$ cat src/rtl/spi_slave_shift_if.sv
// Pin-level SPI signals plus the byte-stream handshake between the SPI slave shifter
// and its host logic.
interface spi_slave_shift_if;
    logic       sclk_in;
    logic       ss_in;
    logic       mosi_in;
    logic       miso;
    logic       miso_oe;
    logic       cpol;
    logic       cpha;
    logic       lsbfe;
    logic [7:0] tx_data;
    logic       tx_valid;
    logic       tx_ready;
    logic [7:0] rx_data;
    logic       rx_valid;
    logic       tx_underrun;
    logic       frame_abort;
    logic       busy;

    modport slave (
        input  sclk_in, ss_in, mosi_in, cpol, cpha, lsbfe, tx_data, tx_valid,
        output miso, miso_oe, tx_ready, rx_data, rx_valid, tx_underrun, frame_abort, busy
    );

    modport master (
        output sclk_in, ss_in, mosi_in, cpol, cpha, lsbfe, tx_data, tx_valid,
        input  miso, miso_oe, tx_ready, rx_data, rx_valid, tx_underrun, frame_abort, busy
    );
endinterface

$ cat src/rtl/spi_slave_shift.sv
// SPI slave shifter: synchronises SCLK/SS/MOSI into PCLK, assembles received bytes and
// serialises a one-entry transmit buffer onto MISO in any CPOL/CPHA mode.
module spi_slave_shift #(
    parameter logic [7:0] DEFAULT_TX = 8'hFF
) (
    input logic              PCLK,
    input logic              PRESET,
    spi_slave_shift_if.slave bus
);

    typedef enum logic [1:0] {
        IDLE = 2'd0,
        LOAD = 2'd1,
        XFER = 2'd2
    } state_t;

    state_t state, state_nxt;

    logic sclk_meta, sclk_sync, sclk_d;
    logic ss_meta, ss_sync;
    logic mosi_meta, mosi_sync;

    logic       cpol_q, cpha_q, lsbfe_q;
    logic       first_skip;
    logic [7:0] tx_shift, rx_shift, rx_next;
    logic [2:0] tx_cnt, rx_cnt;
    logic [7:0] buf_q;
    logic       buf_full;
    logic [7:0] reload_byte;

    logic in_load, in_xfer, oe, bsy;
    logic sclk_edge, lead_edge, trail_edge;
    logic ss_rise, do_sample, byte_done, shift_raw, shift_ev, do_reload, do_shift;

    logic       miso_q, rx_valid_q, underrun_q, abort_q;
    logic [7:0] rx_data_q;

    // NOTE: clocked processes use non-blocking assignments so every flop samples pre-edge values.
    always_ff @(posedge PCLK) begin
        if (PRESET) begin
            sclk_meta <= bus.cpol;
            sclk_sync <= bus.cpol;
            sclk_d    <= bus.cpol;
            ss_meta   <= 1'b1;
            ss_sync   <= 1'b1;
            mosi_meta <= 1'b0;
            mosi_sync <= 1'b0;
        end else begin
            sclk_meta <= bus.sclk_in;
            sclk_sync <= sclk_meta;
            sclk_d    <= sclk_sync;
            ss_meta   <= bus.ss_in;
            ss_sync   <= ss_meta;
            mosi_meta <= bus.mosi_in;
            mosi_sync <= mosi_meta;
        end
    end

    always_ff @(posedge PCLK) begin
        if (PRESET) state <= IDLE;
        else        state <= state_nxt;
    end

    always_comb begin
        state_nxt = state;
        case (state)
            IDLE:    if (!ss_sync) state_nxt = LOAD;
            LOAD:    state_nxt = XFER;
            XFER:    if (ss_sync) state_nxt = IDLE;
            default: state_nxt = IDLE;
        endcase
    end

    always_comb begin
        in_load = 1'b0;
        in_xfer = 1'b0;
        oe      = 1'b0;
        bsy     = 1'b0;
        case (state)
            LOAD: begin
                in_load = 1'b1;
                oe      = 1'b1;
                bsy     = 1'b1;
            end
            XFER: begin
                in_xfer = 1'b1;
                oe      = 1'b1;
                bsy     = 1'b1;
            end
            default: ;
        endcase
    end

    // Leading edge leaves the captured idle level, trailing edge returns to it.
    assign sclk_edge  = sclk_sync ^ sclk_d;
    assign lead_edge  = sclk_edge && (sclk_d == cpol_q);
    assign trail_edge = sclk_edge && (sclk_sync == cpol_q);

    assign ss_rise   = in_xfer && ss_sync;
    assign do_sample = in_xfer && (cpha_q ? trail_edge : lead_edge);
    assign byte_done = do_sample && (rx_cnt == 3'd7);
    assign shift_raw = in_xfer && !ss_sync && (cpha_q ? lead_edge : trail_edge);
    assign shift_ev  = shift_raw && !first_skip;
    assign do_reload = in_load || (shift_ev && (tx_cnt == 3'd7));
    assign do_shift  = shift_ev && (tx_cnt != 3'd7);
    assign rx_next   = lsbfe_q ? {mosi_sync, rx_shift[7:1]} : {rx_shift[6:0], mosi_sync};

    // NOTE: default assigned first so no path through this block infers a latch.
    always_comb begin
        reload_byte = DEFAULT_TX;
        if (buf_full)          reload_byte = buf_q;
        else if (bus.tx_valid) reload_byte = bus.tx_data;
    end

    always_ff @(posedge PCLK) begin
        if (PRESET) begin
            cpol_q     <= 1'b0;
            cpha_q     <= 1'b0;
            lsbfe_q    <= 1'b0;
            first_skip <= 1'b0;
            tx_shift   <= 8'h00;
            tx_cnt     <= 3'd0;
            rx_shift   <= 8'h00;
            rx_cnt     <= 3'd0;
            // NOTE: the one-entry buffer is a plain register, so it is cleared like any other state.
            buf_q      <= 8'h00;
            buf_full   <= 1'b0;
            miso_q     <= 1'b0;
            rx_data_q  <= 8'h00;
            rx_valid_q <= 1'b0;
            underrun_q <= 1'b0;
            abort_q    <= 1'b0;
        end else begin
            rx_valid_q <= byte_done;
            underrun_q <= do_reload && !buf_full && !bus.tx_valid;
            abort_q    <= ss_rise && (rx_cnt != 3'd0) && !byte_done;

            if (in_load) begin
                cpol_q     <= bus.cpol;
                cpha_q     <= bus.cpha;
                lsbfe_q    <= bus.lsbfe;
                first_skip <= bus.cpha;
            end else if (shift_raw) begin
                first_skip <= 1'b0;
            end

            if (do_reload) begin
                tx_shift <= reload_byte;
                tx_cnt   <= 3'd0;
            end else if (do_shift) begin
                tx_shift <= lsbfe_q ? (tx_shift >> 1) : (tx_shift << 1);
                tx_cnt   <= tx_cnt + 3'd1;
            end

            if (in_load) begin
                rx_cnt <= 3'd0;
            end else begin
                if (do_sample) begin
                    rx_shift <= rx_next;
                    rx_cnt   <= rx_cnt + 3'd1;
                end
                if (ss_rise) rx_cnt <= 3'd0;
            end
            if (byte_done) rx_data_q <= rx_next;

            if (do_reload && buf_full) begin
                buf_full <= 1'b0;
            end else if (bus.tx_valid && !buf_full && !do_reload) begin
                buf_q    <= bus.tx_data;
                buf_full <= 1'b1;
            end

            if (in_xfer && !ss_sync) miso_q <= lsbfe_q ? tx_shift[0] : tx_shift[7];
            else                     miso_q <= 1'b0;
        end
    end

    assign bus.miso        = miso_q;
    assign bus.miso_oe     = oe;
    assign bus.busy        = bsy;
    assign bus.tx_ready    = !buf_full;
    assign bus.rx_data     = rx_data_q;
    assign bus.rx_valid    = rx_valid_q;
    assign bus.tx_underrun = underrun_q;
    assign bus.frame_abort = abort_q;

endmodule

$ cat src/flat_wrapper.sv
// flat-port wrapper written by rule: the top's interface ports become plain ports
module spi_slave_shift_flat 
#(
    parameter logic [7:0] DEFAULT_TX = 8'hFF
)
  (PCLK, PRESET, bus_sclk_in, bus_ss_in, bus_mosi_in, bus_cpol, bus_cpha, bus_lsbfe, bus_tx_data, bus_tx_valid, bus_miso, bus_miso_oe, bus_tx_ready, bus_rx_data, bus_rx_valid, bus_tx_underrun, bus_frame_abort, bus_busy);
  spi_slave_shift_if bus_i ();
  input logic PCLK;
  input logic PRESET;
  input wire logic [$bits(bus_i.sclk_in)-1:0] bus_sclk_in;
  input wire logic [$bits(bus_i.ss_in)-1:0] bus_ss_in;
  input wire logic [$bits(bus_i.mosi_in)-1:0] bus_mosi_in;
  input wire logic [$bits(bus_i.cpol)-1:0] bus_cpol;
  input wire logic [$bits(bus_i.cpha)-1:0] bus_cpha;
  input wire logic [$bits(bus_i.lsbfe)-1:0] bus_lsbfe;
  input wire logic [$bits(bus_i.tx_data)-1:0] bus_tx_data;
  input wire logic [$bits(bus_i.tx_valid)-1:0] bus_tx_valid;
  output wire logic [$bits(bus_i.miso)-1:0] bus_miso;
  output wire logic [$bits(bus_i.miso_oe)-1:0] bus_miso_oe;
  output wire logic [$bits(bus_i.tx_ready)-1:0] bus_tx_ready;
  output wire logic [$bits(bus_i.rx_data)-1:0] bus_rx_data;
  output wire logic [$bits(bus_i.rx_valid)-1:0] bus_rx_valid;
  output wire logic [$bits(bus_i.tx_underrun)-1:0] bus_tx_underrun;
  output wire logic [$bits(bus_i.frame_abort)-1:0] bus_frame_abort;
  output wire logic [$bits(bus_i.busy)-1:0] bus_busy;
  assign bus_i.sclk_in = bus_sclk_in;
  assign bus_i.ss_in = bus_ss_in;
  assign bus_i.mosi_in = bus_mosi_in;
  assign bus_i.cpol = bus_cpol;
  assign bus_i.cpha = bus_cpha;
  assign bus_i.lsbfe = bus_lsbfe;
  assign bus_i.tx_data = bus_tx_data;
  assign bus_i.tx_valid = bus_tx_valid;
  assign bus_miso = bus_i.miso;
  assign bus_miso_oe = bus_i.miso_oe;
  assign bus_tx_ready = bus_i.tx_ready;
  assign bus_rx_data = bus_i.rx_data;
  assign bus_rx_valid = bus_i.rx_valid;
  assign bus_tx_underrun = bus_i.tx_underrun;
  assign bus_frame_abort = bus_i.frame_abort;
  assign bus_busy = bus_i.busy;
  spi_slave_shift #(.DEFAULT_TX(DEFAULT_TX)) u_core (.PCLK(PCLK), .PRESET(PRESET), .bus(bus_i));
endmodule
$ cat config.mk
export PLATFORM = sky130hd
export DESIGN_NAME = spi_slave_shift_flat
export DESIGN_NICKNAME = d
export VERILOG_FILES = /design/src/rtl/spi_slave_shift_if.sv /design/src/rtl/spi_slave_shift.sv /design/src/flat_wrapper.sv
export SDC_FILE = /design/constraint.sdc
export NUM_CORES = 1
export LEC_CHECK = 0
export ABC_AREA = 1
export BUFFER_PORTS_ARGS = -buffer_cell sky130_fd_sc_hd__buf_2
export CORE_ASPECT_RATIO = 2
export CORE_MARGIN = 10
export CORE_UTILIZATION = 50
export CTS_CLUSTER_SIZE = 20
export DETAILED_ROUTE_END_ITERATION = 8
export GPL_TIMING_DRIVEN = 0
export PLACE_DENSITY = 0.74
export SLEW_MARGIN = 20
export SYNTH_ARGS = -nofsm -noshare
export SYNTH_HDL_FRONTEND = slang
export SYNTH_SLANG_ARGS = --single-unit
$ cat constraint.sdc
create_clock -name PCLK -period 1.4 [get_ports PCLK]
set_input_delay 0.14 -clock PCLK [delete_from_list [all_inputs] [get_ports PCLK]]
set_output_delay 0.14 -clock PCLK [all_outputs]
set_load 0.03 [all_outputs]
Word level (Yosys, flattened, before mapping):

Cells that the tools add are included.

* add/subtract/negate cells: 2
* multiply operators: 0
* divide/modulo/power cells: 0
* order comparisons: 0
* equality and inequality tests: 9
* shift-type cells: 0
* mux-type cells: 20
* bitwise logic cells: 4
* reductions and logical operators: 36

Operators by type and width (number)
* $mux 8: 6
* $logic_and 1x1->1: 17
* $mux 1: 11
* $reduce_or 2->1: 4
* $add 3x1->3 const B: 2
* $eq 3x3->1 const B: 2
* $logic_not 1->1: 6
* $pmux 2 s3: 1
* $reduce_and 2->1: 3
* $mux 2: 2
* $reduce_bool 2->1: 2
* $ne 3x3->1 const B: 1
* $not 1->1: 3
* $reduce_bool 3->1: 1
* $reduce_or 3->1: 1
* $eq 1x1->1: 2
* $eq 2x1->1 const B: 1
* $eq 2x2->1 const B: 1
* $logic_not 2->1: 1
* $ne 2x1->1 const B: 1
* $ne 2x2->1 const B: 1
* $logic_or 1x1->1: 1
* $xor 1x1->1: 1

* flip-flop bits (word level): 56
* bits in latches: 0
* RAM bits: 0
* bits in read-only memories: 0
* input bits: 17
* output and inout port bits: 15
* word-level logic and storage cells: 94
* memories kept: 0

Logic depth before layout (Yosys ltp):

* word-level depth: 10
* gate-level depth with buffers: 11
* gate-level depth less buffers: 11

Worst setup path before layout:

OpenSTA, ideal clock, no wires.

* path kind: register -> register
* from: register u_core.tx_cnt[0]
* to: register u_core.buf_q[3]
* library setup time: 123 ps
* arrival time: 1417 ps
* data required time: 1277 ps
* setup slack: -140 ps
* cell stages (with the launch flop): 10
* path buffers: 1
* clock period less this slack: 1540 ps
* cell sequence: dfxtp_1 ha_1 ha_1 nor2_1 clkinv_1 nand2_4 buf_6 nand2_2 nand2_1 a21oi_1

* word-level cells in the longest chain between the ends: 6
* elaborated cells between the ends (all ways): 8
* classes of those cells: eq/ne: 1; bitwise: 1; reduce/logical: 6

RTL lines
* from (decl): line spi_slave_shift.sv:26 `logic [2:0] tx_cnt, rx_cnt;`
* from (signal assigned): line spi_slave_shift.sv:152 `tx_cnt <= tx_cnt + 3'd1;`
* $eq 3x3->1 (*): line spi_slave_shift.sv:104 `assign do_reload = in_load || (shift_ev && (tx_cnt == 3'd7));`
* $logic_and 1x1->1 (*): line spi_slave_shift.sv:104
* $logic_or 1x1->1 (*): line spi_slave_shift.sv:104
* $logic_not 1->1 or $logic_and 1x1->1 (tied branches): line spi_slave_shift.sv:168, spi_slave_shift.sv:166
* $logic_and 1x1->1 or $not 1->1 (tied branches)
* $reduce_and 2->1 (no line) (*)
* to (signal assigned): line spi_slave_shift.sv:169 `buf_q <= bus.tx_data;`
* to (decl): line spi_slave_shift.sv:27 `logic [7:0] buf_q;`

Mark *: on every way between the ends. The rest lies on a longest branch, timed or not.
A chain may end at the register's enable or synchronous reset.

Worst setup path after layout:

* from: register u_core.state[0]
* to: register u_core.tx_shift[7]

* word-level cells in the longest chain between the ends: 8
* elaborated cells between the ends (all ways): 12
* classes of those cells: eq/ne: 2; mux: 3; reduce/logical: 7

RTL lines
* from (decl): line spi_slave_shift.sv:17 `state_t state, state_nxt;`
* from (signal assigned): line spi_slave_shift.sv:61 `else state <= state_nxt;`
* $eq 2x2->1: line spi_slave_shift.sv:79 `case (state)`
* $mux 1: line spi_slave_shift.sv:79
* $logic_and 1x1->1 (2 in series): line spi_slave_shift.sv:102 `assign shift_raw = in_xfer && !ss_sync && (cpha_q ? lead_edge : trail_edge);`
* $logic_and 1x1->1: line spi_slave_shift.sv:103 `assign shift_ev = shift_raw && !first_skip;`
* $logic_and 1x1->1: line spi_slave_shift.sv:104
* $logic_or 1x1->1: line spi_slave_shift.sv:104
* $mux 8 or $reduce_bool 2->1 (tied branches)
* to (signal assigned): line spi_slave_shift.sv:148 `tx_shift <= reload_byte;`
* to (signal assigned): line spi_slave_shift.sv:151 `tx_shift <= lsbfe_q ? (tx_shift >> 1) : (tx_shift << 1);`
* to (decl): line spi_slave_shift.sv:25 `logic [7:0] tx_shift, rx_shift, rx_next;`

Parallel ways exist; a longest one is shown, timed or not.

==> impl_metrics.tcl <==
set metrics [dict create \
    first_global_vias 2534 \
    n_antenna_cell 0 \
    fmaxAchievable_mhz 638 \
    synth.distinct_cells 28 \
    critical_path_class "flip-flop to flip-flop" \
    p_clk_share_pct 21.4 \
    drive_gt1_share_pct 40.7 \
    grt_start_max_net_pins 17 \
    track_usage_pct 15.5 \
    ys_seq_area_share_pct 43.7 \
    worst_setup_path_start_kind "flip-flop" \
    synth_cells 340 \
    wirelength_um 7920 \
    r2r_start "u_core.state[0]" \
    cts.sinks 56 \
    pwr-share-seq_pct 35.5 \
    clock_skew_ns 0.0100 \
    dieArea_um2 8560 \
    min_period_ns 1.57 \
    slew_violations 0 \
    grt.overflow.total 0 \
    tightestPinTransition_ns 0.616 \
    initial_core_util_pct 52.2 \
    routed-wl-met3_um 385 \
    detail_route.vias_per_cell 5.52 \
    cts_tree "yes" \
    ant_nets 0 \
    ys.warnings.count 0 \
    cts-htree-levels 2 \
    core_um2 4910 \
    swShare_pct 37.3 \
    p_comb_share_pct 43.1 \
    grt_pass1_wl_um 11100 \
    crit_path_end "u_core.tx_shift[7]" \
    num_io_pins 32 \
    slew-limit-headroom_pct 58.9 \
    rows 36 \
    end_kind "flip-flop" \
    dieWidth_um 70.6 \
    timing.rr.end "u_core.tx_shift[7]" \
    ys_ff_latch 56 \
    antenna_found_initial 0 \
    portBuffers 31 \
    cts_buffers 5 \
    power.switching_mw 2.17 \
    status "finished, violations left" \
    peakVddDrop_v 0.00115 \
    dr.max_layer_used "met4" \
    max-cap-violations 0 \
    internal-power_mw 3.64 \
    r2r_slack_ns -0.17 \
    cts.path.max_buffers 2 \
    hpwl_um 4360 \
    wl_per_cell_um 17.0 \
    hold_viol 0 \
    syn_avg_cell_area_um2 7.54 \
    rsz0062_at_grt "true" \
    reg2reg_depth 11 \
    hold_path.class "primary input to flip-flop" \
    post-route-util_pct 74.7 \
    syn_nets 366 \
    cp.required_ns 1.63 \
    cellPowerDensity_nw_per_um2 1580 \
    clock_latency_ns 0.32 \
    path_max_fanout 3 \
    power.leakage_nw 1.57 \
    period_share_pct 112 \
    arrival_ns 1.80 \
    violations "setup timing" \
    place_congestion 0.837 \
    power_mw 5.81 \
    drt_iter0_drc 155 \
    die_y_um 121 \
    wl_met1_um 2650 \
    area_growth_pct 43.2 \
    dr_wl_met2_um 4420 \
    finalSetupViolations 29 \
    drtPass1Iterations 5 \
    vias 2566 \
    clkTransAtPathRegs_ns 0.10 \
    crit_start "u_core.state[0]" \
    cts_root_buf "clkbuf_8" \
    synth_area_um2 2560 \
    fin_ws_ns -0.168 \
    drc_errors 0 \
    nets 434 \
]
[power groups by stage]
stage | clock network, mW | logic (mW) | registers, mW
final | 1.24 | 2.50 | 2.06
after global routing | 1.32 | 2.70 | 2.10
after CTS | 1.26 | 2.11 | 2.02
after detailed placement | 0 | 1.59 | 2.04
after global placement | 0 | 1.56 | 2.04
after floorplan | 0 | 1.27 | 2.00
[cell families after synthesis]
group | count (synthesis) | synth area share, %
adder cells (fa/ha/maj) | 9 | 4.39
multiplexers | 5 | 2.20
XOR/XNOR | 1 | 0.342
AND/OR/NAND/NOR | 128 | 23.2
flip-flops | 56 | 43.8
AO/OA/AOI/OAI | 81 | 16.5
buffers and inverters | 60 | 9.62
[critical path, stage by stage (launching register included)]
cell and delay [ns]:
dfxtp_4 0.37, inv_4 0.07, ha_4 0.13, inv_2 0.04, nor2_4 0.12, inv_1 0.12
nor2_4 0.16, nand3_2 0.12, nand3_1 0.12, nand3_1 0.12, nand2_1 0.07, inv_1 0.04
[synthesized netlist by cell type (all sizes together)]
cell,number,area share [%]
a2111oi,1,0.34
a211oi,3,0.88
a21oi,40,7.8
buf,8,2.0
clkbuf,5,0.73
clkinv,1,0.15
dfxtp,56,44
ha,9,4.4
inv,46,6.7
mux2,5,2.2
nand2,49,8.4
nand3,23,5.1
nand4,1,0.83
nor2,52,7.9
nor4,1,0.49
o21a,1,0.29
o21ai,35,6.8
o31ai,1,0.29
or2,2,0.49
xor2,1,0.34
[routing by layer]
layer	GRT usage (%)	vias to the layer above
met5	0	-
met4	8.39	0
met3	4.10	36
met2	30.2	104
met1	13.7	1186
li1	-	1240
[worst min-delay path by stage]
| stage | startpoint | end | slack (ns) | cells past startpoint |
|---|---|---|---|---|
| after floorplan | bus_tx_valid | u_core.bus.tx_underrun | 0.21 | 1 |
| after global placement | bus_ss_in | u_core.ss_meta | 0.32 | 2 |
| after detailed placement | bus_ss_in | u_core.ss_meta | 0.33 | 2 |
| after CTS | bus_sclk_in | u_core.sclk_meta | 0.008 | 3 |
| after global routing | bus_sclk_in | u_core.sclk_meta | 0.02 | 3 |
| final | bus_sclk_in | u_core.sclk_meta | 0.009 | 3 |
[registers in the layout (all words and copies together), names as in the netlist, 2 cells and up]
register	flops
u_core.buf_q	8
u_core.tx_shift	8
u_core.rx_cnt	3
u_core.rx_shift	8
u_core.state	2
u_core.bus.rx_data	8
u_core.tx_cnt	3
[what timing repair did]
| action | CTS | global route |
|---|---|---|
| pin swaps | 7 | 9 |
| gates cloned | 3 | 3 |
| gates resized for setup | 50 | 80 |
| endpoints found under the hold margin | 2 | 0 |
| hold buffers | 2 | 0 |
| endpoints found under the setup margin | 42 | 42 |
| buffers inserted | 12 | 11 |
[area by class of cell]
type	instances	area, µm²
buffer	13	95.1
timing repair buffer	58	465
clock inverter	2	60.1
tap	57	71.3
fill	354	1240
inverter	47	211
clock buffer	5	68.8
sequential	56	1140
timing repair inverter	1	11.3
multi-input combinational	226	1550
[stage by stage]
stage	cells	area (µm²)	hold WS (ns)	setup TNS (ns)	setup WS (ns)
finish	465	3670	0.00870	-2.08	-0.168
global route	465	3670	0.0222	-4.20	-0.246
CTS	452	3290	0.00802	-1.38	-0.108
detailed placement	428	2810	0.328	-4.61	-0.243
global placement	428	2810	0.322	-4.01	-0.221
floorplan	340	2580	0.214	0	0.00292
[cells in the final DEF (no fill, tap or decap), types with 3 or more instances in the layout]
cell / n
a21oi_1: 28
a21oi_2: 11
buf_12: 3
buf_2: 33
buf_4: 16
buf_6: 7
clkbuf_1: 3
clkbuf_8: 5
dfxtp_1: 50
dfxtp_2: 3
dfxtp_4: 3
ha_1: 5
ha_4: 3
inv_1: 36
inv_2: 5
mux2_2: 5
nand2_1: 30
nand2_2: 11
nand2_4: 6
nand2_8: 4
nand3_1: 11
nand3_2: 11
nor2_1: 38
nor2_2: 6
nor2_4: 8
o21ai_0: 21
o21ai_1: 14
Note: power is estimated with default switching activity, not from simulation.
